File: src/rtl/axil_bram_pkg.sv
// rtl/axil_bram_pkg.sv - shared types and register offsets for the AXI-Lite BRAM init slave
package axil_bram_pkg;

  typedef enum logic [1:0] {
    RESP_OKAY   = 2'b00,
    RESP_SLVERR = 2'b10
  } axi_resp_t;

  localparam logic [3:0] OFF_SCRATCH = 4'h0;
  localparam logic [3:0] OFF_PTR     = 4'h4;
  localparam logic [3:0] OFF_DATA    = 4'h8;
  localparam logic [3:0] OFF_ID      = 4'hC;

  typedef enum logic [1:0] {
    IDLE,
    WR_RESP,
    RD_WAIT,
    RD_RESP
  } slv_state_t;

endpackage

File: src/rtl/axil_bram_init_slave.sv
// rtl/axil_bram_init_slave.sv - AXI4-Lite register slave fronting one port of the init BRAM
module axil_bram_init_slave
  import axil_bram_pkg::*;
#(
  parameter int          DATA_W   = 32,
  parameter int          ADDR_W   = 32,
  parameter int          BRAM_AW  = 10,
  parameter logic [31:0] ID_VALUE = 32'h1513_0001
) (
  input  logic               aclk,
  input  logic               areset,
  input  logic [ADDR_W-1:0]  s_awaddr,
  input  logic [2:0]         s_awprot,
  input  logic               s_awvalid,
  output logic               s_awready,
  input  logic [DATA_W-1:0]  s_wdata,
  input  logic [3:0]         s_wstrb,
  input  logic               s_wvalid,
  output logic               s_wready,
  output logic [1:0]         s_bresp,
  output logic               s_bvalid,
  input  logic               s_bready,
  input  logic [ADDR_W-1:0]  s_araddr,
  input  logic [2:0]         s_arprot,
  input  logic               s_arvalid,
  output logic               s_arready,
  output logic [DATA_W-1:0]  s_rdata,
  output logic [1:0]         s_rresp,
  output logic               s_rvalid,
  input  logic               s_rready,
  output logic               bram_en,
  output logic               bram_we,
  output logic [BRAM_AW-1:0] bram_addr,
  output logic [DATA_W-1:0]  bram_wdata,
  input  logic [DATA_W-1:0]  bram_rdata
);

  function automatic logic [3:0] reg_off(input logic [ADDR_W-1:0] a);
    return {a[3:2], 2'b00};
  endfunction

  function automatic logic is_mapped(input logic [ADDR_W-1:0] a);
    return a[11:4] == 8'h00;
  endfunction

  slv_state_t         state_q, state_d;
  logic               aw_lat_q, aw_lat_d;
  logic               w_lat_q, w_lat_d;
  logic [ADDR_W-1:0]  awaddr_q, awaddr_d;
  logic [DATA_W-1:0]  wdata_q, wdata_d;
  logic [3:0]         wstrb_q, wstrb_d;
  logic [DATA_W-1:0]  scratch_q, scratch_d;
  logic [BRAM_AW-1:0] ptr_q, ptr_d;
  logic               bvalid_q, bvalid_d;
  axi_resp_t          bresp_q, bresp_d;
  logic               rvalid_q, rvalid_d;
  axi_resp_t          rresp_q, rresp_d;
  logic [DATA_W-1:0]  rdata_q, rdata_d;

  logic               idle;
  logic               aw_hs, w_hs, ar_hs, wr_go, wr_ok;
  logic [ADDR_W-1:0]  wr_addr;
  logic [DATA_W-1:0]  wr_data;
  logic [3:0]         wr_strb;

  logic unused_prot;
  assign unused_prot = ^{s_awprot, s_arprot};

  // Channel readies are combinational, so they are masked during reset
  always_comb begin
    idle      = (state_q == IDLE) && !areset;
    s_awready = idle && !aw_lat_q;
    s_wready  = idle && !w_lat_q;
    aw_hs     = s_awvalid && s_awready;
    w_hs      = s_wvalid && s_wready;
    wr_addr   = aw_lat_q ? awaddr_q : s_awaddr;
    wr_data   = w_lat_q ? wdata_q : s_wdata;
    wr_strb   = w_lat_q ? wstrb_q : s_wstrb;
    // A write whose halves are both available this cycle beats any pending read
    wr_go     = idle && (aw_lat_q || aw_hs) && (w_lat_q || w_hs);
    s_arready = idle && !wr_go && s_arvalid;
    ar_hs     = s_arready;
    wr_ok     = is_mapped(wr_addr) && (wr_strb == 4'hF) && (reg_off(wr_addr) != OFF_ID);
  end

  always_comb begin
    state_d    = state_q;
    aw_lat_d   = aw_lat_q;
    w_lat_d    = w_lat_q;
    awaddr_d   = awaddr_q;
    wdata_d    = wdata_q;
    wstrb_d    = wstrb_q;
    scratch_d  = scratch_q;
    ptr_d      = ptr_q;
    bvalid_d   = bvalid_q;
    bresp_d    = bresp_q;
    rvalid_d   = rvalid_q;
    rresp_d    = rresp_q;
    rdata_d    = rdata_q;
    bram_en    = 1'b0;
    bram_we    = 1'b0;
    bram_addr  = ptr_q;
    bram_wdata = wr_data;

    case (state_q)
      IDLE: begin
        if (aw_hs) begin
          aw_lat_d = 1'b1;
          awaddr_d = s_awaddr;
        end
        if (w_hs) begin
          w_lat_d = 1'b1;
          wdata_d = s_wdata;
          wstrb_d = s_wstrb;
        end
        if (wr_go) begin
          aw_lat_d = 1'b0;
          w_lat_d  = 1'b0;
          bvalid_d = 1'b1;
          bresp_d  = wr_ok ? RESP_OKAY : RESP_SLVERR;
          state_d  = WR_RESP;
          if (wr_ok) begin
            case (reg_off(wr_addr))
              OFF_SCRATCH: scratch_d = wr_data;
              OFF_PTR:     ptr_d = wr_data[BRAM_AW-1:0];
              OFF_DATA: begin
                bram_en = 1'b1;
                bram_we = 1'b1;
                ptr_d   = ptr_q + BRAM_AW'(1);
              end
              default: ;
            endcase
          end
        end else if (ar_hs) begin
          if (is_mapped(s_araddr) && (reg_off(s_araddr) == OFF_DATA)) begin
            bram_en = 1'b1;
            state_d = RD_WAIT;
          end else begin
            rvalid_d = 1'b1;
            state_d  = RD_RESP;
            rresp_d  = RESP_OKAY;
            if (!is_mapped(s_araddr)) begin
              rresp_d = RESP_SLVERR;
              rdata_d = '0;
            end else begin
              case (reg_off(s_araddr))
                OFF_SCRATCH: rdata_d = scratch_q;
                OFF_PTR:     rdata_d = DATA_W'(ptr_q);
                default:     rdata_d = DATA_W'(ID_VALUE);
              endcase
            end
          end
        end
      end
      RD_WAIT: begin
        rdata_d  = bram_rdata;
        rresp_d  = RESP_OKAY;
        rvalid_d = 1'b1;
        ptr_d    = ptr_q + BRAM_AW'(1);
        state_d  = RD_RESP;
      end
      WR_RESP: begin
        if (s_bready) begin
          bvalid_d = 1'b0;
          state_d  = IDLE;
        end
      end
      RD_RESP: begin
        if (s_rready) begin
          rvalid_d = 1'b0;
          state_d  = IDLE;
        end
      end
      default: state_d = IDLE;
    endcase
  end

  always_ff @(posedge aclk or posedge areset) begin
    if (areset) begin
      state_q   <= IDLE;
      aw_lat_q  <= 1'b0;
      w_lat_q   <= 1'b0;
      awaddr_q  <= '0;
      wdata_q   <= '0;
      wstrb_q   <= '0;
      scratch_q <= '0;
      ptr_q     <= '0;
      bvalid_q  <= 1'b0;
      bresp_q   <= RESP_OKAY;
      rvalid_q  <= 1'b0;
      rresp_q   <= RESP_OKAY;
      rdata_q   <= '0;
    end else begin
      state_q   <= state_d;
      aw_lat_q  <= aw_lat_d;
      w_lat_q   <= w_lat_d;
      awaddr_q  <= awaddr_d;
      wdata_q   <= wdata_d;
      wstrb_q   <= wstrb_d;
      scratch_q <= scratch_d;
      ptr_q     <= ptr_d;
      bvalid_q  <= bvalid_d;
      bresp_q   <= bresp_d;
      rvalid_q  <= rvalid_d;
      rresp_q   <= rresp_d;
      rdata_q   <= rdata_d;
    end
  end

  assign s_bvalid = bvalid_q;
  assign s_bresp  = bresp_q;
  assign s_rvalid = rvalid_q;
  assign s_rresp  = rresp_q;
  assign s_rdata  = rdata_q;

endmodule
File: config.mk
export PLATFORM = sky130hd
export DESIGN_NAME = axil_bram_init_slave
export DESIGN_NICKNAME = d
export VERILOG_FILES = /design/src/rtl/axil_bram_pkg.sv /design/src/rtl/axil_bram_init_slave.sv
export SDC_FILE = /design/constraint.sdc
export NUM_CORES = 1
export LEC_CHECK = 0
export CAP_MARGIN = 5
export CORE_ASPECT_RATIO = 0.6
export CORE_MARGIN = 1
export CORE_UTILIZATION = 37
export DETAILED_ROUTE_END_ITERATION = 8
export GPL_TIMING_DRIVEN = 0
export HOLD_SLACK_MARGIN = 0.1
export PLACE_DENSITY = 0.76
export SLEW_MARGIN = 20
export SYNTH_ARGS = -nofsm -noshare
export SYNTH_HDL_FRONTEND = slang
export SYNTH_SLANG_ARGS = --single-unit
File: constraint.sdc
create_clock -name aclk -period 6.1 [get_ports aclk]
set_input_delay 0.61 -clock aclk [delete_from_list [all_inputs] [get_ports aclk]]
set_output_delay 0.61 -clock aclk [all_outputs]
set_load 0.02 [all_outputs]
==> flow_summary.ini <==
[status]
status = complete, no violations

[sta]
setup_slack_ns = 2.17
fin_setup_tns_ns = 0
hold_viol = 0
relSlewSlack = 0.409
post-route-period-util = 0.644
period_needed_ns = 3.93
drv_slew = 0
tightestPinTransition_ns = 0.883
whs_ns = 0.487
rsz0062_at_grt = no
setup-violations-final = 0
fin_skew_ns = 0.0129
fmax_mhz = 254

[place]
dpl_cell_area_um2 = 8180
post-place-ws_ns = 2.18
hpwl_mm = 13.8
place_inst = 914
port_buffers = 177
place.gp.congestion = 0.870

[floorplan]
die-area_um2 = 17100
core_um2 = 15800
die_y_um = 102
start_util = 0.388
io_pins = 230
rows = 35
die_w_um = 168

[logic_synthesis]
ys_top_cells_by_count = dfrtp_1 (128), mux2_1 (59), mux2_2 (54)
ys_ff_latch = 128
yosys.area.top_type_share = 0.523
synth_area_leaders = dfrtp_1 (52%), mux2_1 (11%), mux2_2 (9.9%), nand2_1 (2.8%), o21ai_0 (2.6%)
yosysMostFrequentCell = dfrtp_1
synth_edf_count = 0
yosysTopAreaCell = dfrtp_1
syn_inst = 532
async_flop_share = 1.00
yosysWarningCount = 0
synthDistinctLibCells = 59
syn-cell-area_um2 = 6120
synth_ff_type = dfrtp_1
yosysSeqAreaShare = 0.523
synth_area_per_cell_um2 = 11.5

[grt]
globalRouteOverflowTotal = 0
grt_antenna_before_repair = 0
grt_max_degree = 81
grtUsageTotal = 0.229
grt_pass1_wl_mm = 29.6
grt_pass1_vias = 5368

[power_and_ir_drop]
p_leak_nw = 3.74
vdd_ir_drop_max_mv = 0.235
switchingPower_mw = 1.63
total_power_mw = 4.33
p_int_mw = 2.70
powerDensity_nw_per_um2 = 491
clockPowerShare = 0.246
sw_frac_of_total = 0.377
seq_power_share = 0.310
pwr-share-comb = 0.443

[clock_tree]
numCtsBuffers = 17
clockRootBuffer = clkbuf_16
cts_tree = yes
cts_setup_buffers = 0
clock_sinks = 128
postCtsHoldBufs = 0
clock_latency_ns = 0.41
htreeDepth = 4
clock_path_buffers = 2
cts.clk_slew.worst_paths_ns = 0.06
ctsResizeCount = 0

[routing]
routed_wl_mm = 18.9
antenna_left = 0
vias = 5194
wire_per_inst_um = 20.0
drc_errors = 0
drt_iter0_drc = 399
drt-pass1-iter-count = 5
vias_per_cell = 5.49

[job]
cap_viol_max_count = 0

[cells_and_area]
final_area_um2 = 8810
final_util = 0.559
multiInputGateArea_um2 = 2730
synthToLayoutAreaGrowth_pct = 43.9
drive_above_1_share = 0.149
seqCellArea_um2 = 3200
nFillCells = 1298
antenna_cells = 0
fin_cells = 946
final_nets = 876

[setup_path]
crit_arrival_ns = 3.32
start_kind = primary input
crit_path_end_kind = output pin
crit_required_ns = 5.49
crit_type = in -> out
cp_max_fo = 10

[min_path]
hold_path.class = reg -> reg
## worst max-delay path: stages
cell and delay, ns:
clkdlybuf4s50_1 0.42, or4_1 0.52, o22ai_1 0.26, nand4_2 0.22
buf_2 0.25, a21oi_1 0.28, a31o_1 0.14, clkdlybuf4s50_1 0.61
## final timing paths
kind                             start      endpoint  slack [ns]  cells past startpoint
setup / recovery           s_awaddr[8]       bram_en        2.17                      8
hold / removal             s_rdata[16]   s_rdata[16]        0.49                      2
setup reg to reg               w_lat_q  scratch_q[6]        3.51                      7
hold reg to reg            s_rdata[16]   s_rdata[16]        0.49                      2
max in group asynchronous       areset  bram_addr[7]        4.72                      3
min in group asynchronous       areset    state_q[1]        0.64                      2
## metal layers
metal	vias to the layer above	part of all wire	global-route usage
met4	0	0.0082	0.0529
met3	18	0.083	0.0668
li1	2347	-	-
met1	2606	0.45	0.308
met5	-	0	0
met2	223	0.45	0.368
## cell type report
type / count / area share
clock buffers: 21 / 0.0534
flip-flops and latches: 128 / 0.364
inverters: 5 / 0.00270
plain buffers: 34 / 0.0196
repair buffers: 178 / 0.204
multi-input cells: 366 / 0.310
clock inverters: 11 / 0.0175
well taps: 203 / 0.0288
## sequential cells by signal, indices dropped and copies added, names as in the netlist, 2 cells and up
name	count
awaddr_q	10
bram_addr	10
s_rdata	32
scratch_q	32
state_q	2
wdata_q	32
wstrb_q	4
## cell families after synthesis
kind of cell	after synthesis	synth area share
and+or+nand+nor	127	0.102
buffers and inverters	39	0.0313
AOI/OAI and AO/OA	120	0.128
adders and majority gates	1	0.00204
xor gates and xnor gates	2	0.00286
muxes	114	0.210
other	1	0.000613
DFF	128	0.523
## power groups by stage
| stage | logic, mW | registers (mW) | clock network, mW |
|---|---|---|---|
| final | 1.92 | 1.34 | 1.07 |
| after global routing | 2.06 | 1.38 | 1.12 |
| after floorplan | 0.968 | 1.44 | 0 |
| after CTS | 1.92 | 1.34 | 1.08 |
| after global placement | 1.86 | 1.33 | 0 |
| after detailed placement | 1.91 | 1.35 | 0 |
## cells in the final DEF (no fill, tap or decap), types with 5 or more instances in the layout
master / Yosys / final
nor2_1: 26 / 26
clkbuf_16: 0 / 17
a21oi_1: 12 / 12
clkbuf_1: 16 / 17
mux2_1: 59 / 59
buf_2: 12 / 12
o22ai_1: 7 / 7
o21ai_1: 11 / 11
a221oi_1: 10 / 10
nand2_1: 45 / 45
mux2_2: 54 / 54
and2_1: 10 / 10
nor3_1: 6 / 6
dfrtp_1: 128 / 128
a22oi_1: 16 / 16
a31oi_1: 5 / 5
nand3_1: 10 / 10
o21ai_0: 32 / 32
a2bb2oi_1: 7 / 7
clkdlybuf4s50_1: 0 / 177
Note: power is estimated with default switching activity, not from simulation.
